[config.mk]
export PLATFORM = sky130hd
export DESIGN_NAME = instr_fetch_unit
export DESIGN_NICKNAME = d
export VERILOG_FILES = /design/src/rtl/instr_fetch_unit.sv
export SDC_FILE = /design/constraint.sdc
export NUM_CORES = 1
export LEC_CHECK = 0
export ABC_AREA = 1
export CORE_UTILIZATION = 47
export CTS_CLUSTER_SIZE = 10
export DETAILED_ROUTE_END_ITERATION = 10
export GPL_ROUTABILITY_DRIVEN = 0
export GPL_TIMING_DRIVEN = 0
export PLACE_DENSITY = 0.81
export SLEW_MARGIN = 20
export SYNTH_ARGS = -nofsm -noshare
export SYNTH_HDL_FRONTEND = slang
export SYNTH_SLANG_ARGS = --single-unit
[constraint.sdc]
create_clock -name clk -period 2 [get_ports clk]
set_input_delay 0.3 -clock clk [delete_from_list [all_inputs] [get_ports clk]]
set_output_delay 0.3 -clock clk [all_outputs]
set_load 0.05 [all_outputs]
[src/rtl/instr_fetch_unit.sv]
// ============================================================================
// instr_fetch_unit : PC owner + prefetch FIFO feeding decode (valid/ready)
// Rev 1.0
// ============================================================================
`default_nettype none

module instr_fetch_unit #(
  parameter logic [31:0] RESET_PC   = 32'h0,
  parameter int          FIFO_DEPTH = 2,
  parameter int          CNT_W      = 3
) (
  input  logic             clk,
  input  logic             reset_n,
  input  logic             fetch_en,
  output logic [31:0]      read_address,
  input  logic [31:0]      instruction,
  input  logic             redirect_valid,
  input  logic [31:0]      redirect_target,
  output logic             out_valid,
  input  logic             out_ready,
  output logic [31:0]      out_instruction,
  output logic [31:0]      out_pc,
  output logic [CNT_W-1:0] fifo_count
);

  localparam int               PTR_W     = (FIFO_DEPTH > 1) ? $clog2(FIFO_DEPTH) : 1;
  localparam logic [PTR_W-1:0] LAST_PTR  = PTR_W'(FIFO_DEPTH - 1);
  localparam logic [CNT_W-1:0] DEPTH_CNT = CNT_W'(FIFO_DEPTH);

  logic [31:0]      pc_q, pc_d;
  logic [31:0]      pc_mem_q    [FIFO_DEPTH];
  logic [31:0]      pc_mem_d    [FIFO_DEPTH];
  logic [31:0]      instr_mem_q [FIFO_DEPTH];
  logic [31:0]      instr_mem_d [FIFO_DEPTH];
  logic [PTR_W-1:0] head_q, head_d;
  logic [PTR_W-1:0] tail_q, tail_d;
  logic [CNT_W-1:0] count_q, count_d;
  logic             pop;
  logic             push;
  logic             unused_target_bits;

  function automatic logic [PTR_W-1:0] ptr_next(input logic [PTR_W-1:0] p);
    return (p == LAST_PTR) ? '0 : p + PTR_W'(1);
  endfunction

  // Word alignment discards the low target bits.
  assign unused_target_bits = ^redirect_target[1:0];

  always_comb begin
    pop         = (count_q != '0) & out_ready & ~redirect_valid;
    push        = fetch_en & ~redirect_valid & ((count_q < DEPTH_CNT) | pop);
    pc_d        = pc_q;
    head_d      = head_q;
    tail_d      = tail_q;
    count_d     = count_q;
    pc_mem_d    = pc_mem_q;
    instr_mem_d = instr_mem_q;
    if (redirect_valid) begin
      pc_d    = {redirect_target[31:2], 2'b00};
      head_d  = '0;
      tail_d  = '0;
      count_d = '0;
    end else begin
      if (push) begin
        pc_mem_d[tail_q]    = pc_q;
        instr_mem_d[tail_q] = instruction;
        tail_d              = ptr_next(tail_q);
        pc_d                = pc_q + 32'd4;
      end
      if (pop) begin
        head_d = ptr_next(head_q);
      end
      case ({push, pop})
        2'b10:   count_d = count_q + CNT_W'(1);
        2'b01:   count_d = count_q - CNT_W'(1);
        default: count_d = count_q;
      endcase
    end
  end

  always_ff @(posedge clk or negedge reset_n) begin
    if (!reset_n) begin
      pc_q    <= RESET_PC;
      head_q  <= '0;
      tail_q  <= '0;
      count_q <= '0;
      for (int i = 0; i < FIFO_DEPTH; i++) begin
        pc_mem_q[i]    <= '0;
        instr_mem_q[i] <= '0;
      end
    end else begin
      pc_q        <= pc_d;
      head_q      <= head_d;
      tail_q      <= tail_d;
      count_q     <= count_d;
      pc_mem_q    <= pc_mem_d;
      instr_mem_q <= instr_mem_d;
    end
  end

  // A redirect hides the head in the same cycle it is flushed.
  assign out_valid       = (count_q != '0) & ~redirect_valid;
  assign out_instruction = out_valid ? instr_mem_q[head_q] : 32'h0;
  assign out_pc          = out_valid ? pc_mem_q[head_q] : 32'h0;
  assign read_address    = pc_q;
  assign fifo_count      = count_q;

endmodule

`default_nettype wire
==> flow_summary.json, run 1 <==
{
  "final_nets": 1306,
  "worstHoldPathType": "in2async",
  "wl_per_cell_microns": 16.3,
  "vias": 7784,
  "maxCapViolCount": 0,
  "crit_required_ns": 1.70,
  "cts-root-buf": "clkbuf_16",
  "cp_cell_sequence": "nor2_4 -> a21oi_4 -> buf_12 -> inv_12 -> clkbuf_16 -> a21oi_4 -> buf_6",
  "slew_viol_final": 0,
  "die-area_sq_mm": 0.0175,
  "crit_family": "buffers and inverters",
  "status": "finished with violations",
  "synth_edf_count": 0,
  "slowest_delay_ns": 0.41,
  "dpl.hpwl_mm": 16.6,
  "antenna_found_initial": 0,
  "final_core_util_pct": 70.1,
  "antennaDiodeCount": 0,
  "power.density_cell_area_mw_per_mm2": 1460,
  "syn_area_per_cell_sq_um": 7.70,
  "synth_ff_type": "dfrtp_1",
  "ys_seq_elements": 159,
  "synthArstFlopShare_pct": 100,
  "die_w_microns": 132,
  "synthCells": 1036,
  "cts_inserted_buffers": 17,
  "cts_tree": "done",
  "ys_types": 35,
  "r2r_cells": 11,
  "finalHoldViolations": 0,
  "drtIter0Drc": 566,
  "fmaxAchievable_mhz": 486,
  "drtAntennaViolNets": 0,
  "tightest_slew_ns": 0.581,
  "critPathMaxFanout": 9,
  "drive_gt1_share_pct": 20.5,
  "r2r_slack_ns": 0.06,
  "cpMostUsedCell": "a21oi_4",
  "clk_pin_slew_ns": 0.06,
  "grt_use_total_pct": 28.3,
  "dieHeight_microns": 132,
  "leakagePower_nw": 5.27,
  "grt_overflow": 0,
  "syn_area_sq_mm": 0.00798,
  "rows": 47,
  "max-slew-margin-rel_pct": 61.3,
  "first_global_vias": 7646,
  "h-tree-depth": 4,
  "area_growth_syn_to_layout_pct": 45.6,
  "critPathArrivalTime_ns": 1.76,
  "p_total_mw": 16.9,
  "fin_crit_ns": 2.06,
  "fin_cells": 1466,
  "clock_sinks": 159,
  "setup_viol": 49,
  "grt_max_degree": 103,
  "initial_core_util_pct": 48.1,
  "yosysWarnings": 0,
  "start_kind": "flop",
  "grt_pass1_wl_mm": 38.6,
  "core_area_sq_mm": 0.0166,
  "drcViolationCount": 0,
  "dp.cells": 1421,
  "wirelength_mm": 23.8,
  "critPathSlowestCell": "dfrtp_2",
  "fin_crit_sh_pct": 103,
  "ir_drop_mv": 0.899,
  "hold_ws_ns": 0.415,
  "yosysSeqAreaShare_pct": 49.9,
  "violations": "negative setup slack",
  "boundaryPins": 169,
  "dr.pass1.iters": 5,
  "portBuffers": 161,
  "rsz0062_at_grt": "yes",
  "vias_per_cell": 5.31,
  "reg2reg_from": "fifo_count[1]",
  "clock_skew_ns": 0.00804,
  "end_kind": "output port",
  "critPathBufInv": 4,
  "clock_path_buffers": 2,
  "layout_setup_ws_ns": -0.0591,
  "critical_path_class": "reg2out",
  "r2r_end": "fifo_count[2]",
  "insertion_delay_ns": 0.42
}
[where the power goes]
group	total (mW)	internal (mW)	switching, mW
Combinational	8.32	3.02	5.30
Clock	3.18	1.95	1.23
Sequential	5.44	4.56	0.875
[worst max-delay path by stage]
stage	startpoint	endpoint	slack (ns)	cells past startpoint
CTS	fifo_count[1]	out_pc[18]	-0.1	7
detailed placement	head_q	out_pc[21]	-0.64	6
global route	fifo_count[1]	out_pc[3]	-0.11	7
finish	fifo_count[1]	out_pc[18]	-0.06	7
global placement	reset_n	fifo_count[1]	-6.24	1
floorplan	fifo_count[2]	out_pc[19]	-0.25	4
[kinds of logic after synthesis]
logic type	count (synthesis)	synth area share [%]
buffers and inverters	136	7.87
AND/OR/NAND/NOR	509	26.3
flip-flops	159	49.9
adder cells (fa/ha/maj)	2	0.408
AO/OA/AOI/OAI	217	14.3
other	1	0.0470
XOR/XNOR	12	1.32
[state kept, by name (all words and copies together) (netlist names)]
register	cells
instr_mem_q	64
head_q	1
tail_q	1
pc_mem_q	60
read_address	30
fifo_count	3
[cell usage after synthesis (all sizes together) (2+ instances only)]
master	instances	area [sq um]
nor2	53	249
a21oi	67	343
clkbuf	32	120
clkinv	2	7.51
xor2	11	96.3
o21ai	136	688
dfrtp	159	3980
buf	26	210
nand2	415	1610
o211ai	6	45.0
inv	76	290
o221ai	2	17.5
o21bai	5	37.5
nand3	39	210
[worst reg2reg max path, stage by stage (launching register included)]
cell,delay [ns]
dfrtp_2,0.44
nor2_4,0.14
a21oi_4,0.07
buf_12,0.15
buf_4,0.14
nand3_2,0.07
inv_1,0.05
fa_1,0.37
xnor2_1,0.17
xor2_1,0.17
nand2_1,0.06
nand2_1,0.05
[per-layer routing]
metal / vias to the layer above / routed length, microns / track usage, %
li1: 3697 / - / -
met1: 3724 / 10200 / 37.7
met2: 308 / 11200 / 45.0
met3: 55 / 1560 / 5.00
met4: 0 / 865 / 13.7
met5: - / 0 / 0
[stage by stage]
stage / TNS [ns] / setup slack [ns] / area, sq um
after floorplan: -4.99 / -0.250 / 8700
final: -1.05 / -0.0591 / 11600
after global placement: -934.55 / -6.24 / 10600
after detailed placement: -35.38 / -0.642 / 10600
after global routing: -4.51 / -0.114 / 11600
after CTS: -2.78 / -0.0950 / 11500
[repair_timing]
action	in CTS	in global routing
setup endpoints to repair	89	67
resized for setup	498	29
setup buffers	7	0
pin swaps	2	1
cloned	4	3
hold buffers	1	0
endpoints found under the hold margin	57	0
[final cells by class]
type                            count  area [sq um]
Clock inverter                      6          82.6
Clock buffer                       24           492
Timing Repair Buffer              176          1870
Buffer                             58           502
Sequential cell                   159          3980
Fill cell                        1316          4970
Tap cell                          220           275
Inverter                           78           315
Multi-Input combinational cell    744          4090
Timing Repair inverter              1          11.3
[cell usage in the layout (no fill, tap or decap), drive strengths merged, types with 4 or more instances in the layout]
cell type      instances
nand2                415
dfrtp                159
o21ai                136
buf                  109
inv                   77
clkdlybuf4s50         68
a21oi                 67
nor2                  53
clkbuf                51
nand3                 39
dlygate4sd2           26
xor2                  11
o211ai                 6
o21bai                 5
clkinv                 5
conb                   4
Note: power is estimated with default switching activity, not from simulation.
==> run 2: changes to the inputs <==
--- a/config.mk
+++ b/config.mk
@@ -6,6 +6,8 @@
 export NUM_CORES = 1
 export LEC_CHECK = 0
 export ABC_AREA = 1
+export CAP_MARGIN = 0
+export CORE_MARGIN = 10
 export CORE_UTILIZATION = 47
 export CTS_CLUSTER_SIZE = 10
 export DETAILED_ROUTE_END_ITERATION = 10
==> flow_summary.json, run 2 (synthesis gave the netlist of run 1 again) <==
{
  "cts-root-buf": "clkbuf_16",
  "cp-startpoint": "fifo_count[2]",
  "largest_register_ffs": 64,
  "grt_use_total_pct": 22.8,
  "final_cell_mix": "nand2_1 (404), dfrtp_1 (156), o21ai_1 (112), inv_1 (69), clkdlybuf4s50_1 (64)",
  "wl_per_cell_microns": 17.3,
  "ir_drop_mv": 0.902,
  "critPathBufInv": 3,
  "max-slew-margin-rel_pct": 59.8,
  "portBuffers": 161,
  "clock_skew_ns": 0.00663,
  "antennaDiodeCount": 0,
  "final_nets": 1300,
  "fin_setup_tns_ns": -5.21,
  "drive_gt1_share_pct": 20.4,
  "insertion_delay_ns": 0.43,
  "critPathMaxFanout": 10,
  "vias": 7674,
  "slew_viol_final": 0,
  "boundaryPins": 169,
  "cp_cell_sequence": "nor2_2 -> a21oi_4 -> inv_6 -> clkbuf_16 -> a21oi_4 -> buf_8",
  "initial_core_util_pct": 48.0,
  "dpl.hpwl_mm": 18.3,
  "dp.cells": 1421,
  "hold_ws_ns": 0.415,
  "violations": "negative setup slack",
  "fin_cells": 1462,
  "crit_family": "buffers and inverters",
  "maxCapViolCount": 0,
  "status": "finished with violations",
  "antenna_found_initial": 0,
  "p_int_mw": 9.41,
  "start_kind": "flop",
  "reg2reg_from": "fifo_count[2]",
  "regMostFlops": "instr_mem_q",
  "drcViolationCount": 0,
  "die_w_microns": 150,
  "cts_inserted_buffers": 17,
  "crit_required_ns": 1.70,
  "h-tree-depth": 4,
  "grt_max_degree": 92,
  "leakagePower_nw": 5.23,
  "r2r_slack_ns": -0.03,
  "critPathArrivalTime_ns": 1.82,
  "power.density_cell_area_mw_per_mm2": 1460,
  "cts_tree": "done",
  "clk_pin_slew_ns": 0.06,
  "slowest_delay_ns": 0.39,
  "fmaxAchievable_mhz": 471,
  "fill_cells": 1338,
  "vias_per_cell": 5.25,
  "end_kind": "output port",
  "final_core_util_pct": 69.1,
  "clock_path_buffers": 2,
  "grt_overflow": 0,
  "fin_crit_sh_pct": 106,
  "worstHoldPathType": "in2async",
  "cpMostUsedCell": "a21oi_4",
  "first_global_vias": 7919,
  "r2r_cells": 11,
  "final_common_cell": "nand2_1",
  "power_frac_comb_pct": 47.8,
  "clock_power_share_pct": 20.0,
  "finalHoldViolations": 0,
  "power_frac_seq_pct": 32.2,
  "fin_crit_ns": 2.12,
  "die-area_sq_mm": 0.0226,
  "wirelength_mm": 25.3,
  "tightest_slew_ns": 0.602,
  "critical_path_class": "reg2out",
  "core_area_sq_mm": 0.0166,
  "dr.pass1.iters": 7,
  "dieHeight_microns": 150,
  "drtIter0Drc": 575,
  "p_sw_share_pct": 44.1,
  "area_growth_syn_to_layout_pct": 44.1,
  "clock_sinks": 159,
  "switching_power_mw": 7.43,
  "cp.depth": 6,
  "drtAntennaViolNets": 0,
  "layout_setup_ws_ns": -0.123,
  "critPathSlowestCell": "dfrtp_2",
  "setup_viol": 61,
  "rsz0062_at_grt": "yes",
  "rows": 47,
  "p_total_mw": 16.8,
  "grt_pass1_wl_mm": 40.9
}
run 2: cell types whose count changed in the layout (fill, tap and decap cells not counted), moves of 3 or more:
cell / delta
clkdlybuf4s50_1: -4
buf_6: -11
buf_4: +7
clkinv_4: +3
dlygate4sd2_1: +5
run 2: final cells by class:
cell class | count | area [sq um] | area share (%)
multi-input combinational | 744 | 4080 | 35.4
sequential | 159 | 3980 | 34.6
timing repair buffer | 171 | 1740 | 15.1
buffer | 58 | 508 | 4.42
clock buffer | 20 | 457 | 3.97
inverter | 78 | 308 | 2.68
tap | 220 | 275 | 2.39
clock inverter | 12 | 160 | 1.39
run 2: timing repair:
action | in CTS | in global routing
setup buffers | 7 | 0
hold endpoints to repair | 68 | 0
hold buffers | 1 | 0
pin swaps | 4 | 1
gates cloned | 1 | 0
gates resized for setup | 493 | 13
setup endpoints to repair | 92 | 67
run 2: power by group through the flow:
stage | combinational, mW | sequential [mW] | clock (mW)
floorplan | 5.06 | 5.71 | 0
global placement | 7.42 | 5.41 | 0
detailed placement | 7.58 | 5.46 | 0
CTS | 8.06 | 5.39 | 3.40
global route | 8.68 | 5.59 | 3.50
finish | 8.05 | 5.42 | 3.37
run 2: worst paths after layout:
| check | end |
|---|---|
| max reg2reg | fifo_count[2] |
| min | instr_mem_q[55] |
| max | out_pc[15] |
| min in group clk | fifo_count[2] |
| max in group asynchronous | fifo_count[0] |
| min reg2reg | instr_mem_q[61] |
run 2: stage by stage:
stage	worst slack, ns	cell area [sq um]
floorplan	-0.250	8700
global placement	-6.18	10600
detailed placement	-0.666	10600
CTS	-0.103	11500
global route	-0.166	11500
finish	-0.123	11500
run 2: routing by layer:
metal  track usage, %  wire length, microns  vias to the layer above  share of wire, %
met5                0                     0                        -                 0
met4             8.65                   679                        0               2.7
met3             5.88                  2140                       44               8.4
met2             37.0                 11900                      291                47
met1             28.6                 10600                     3659                42
li1                 -                     -                     3680                 -
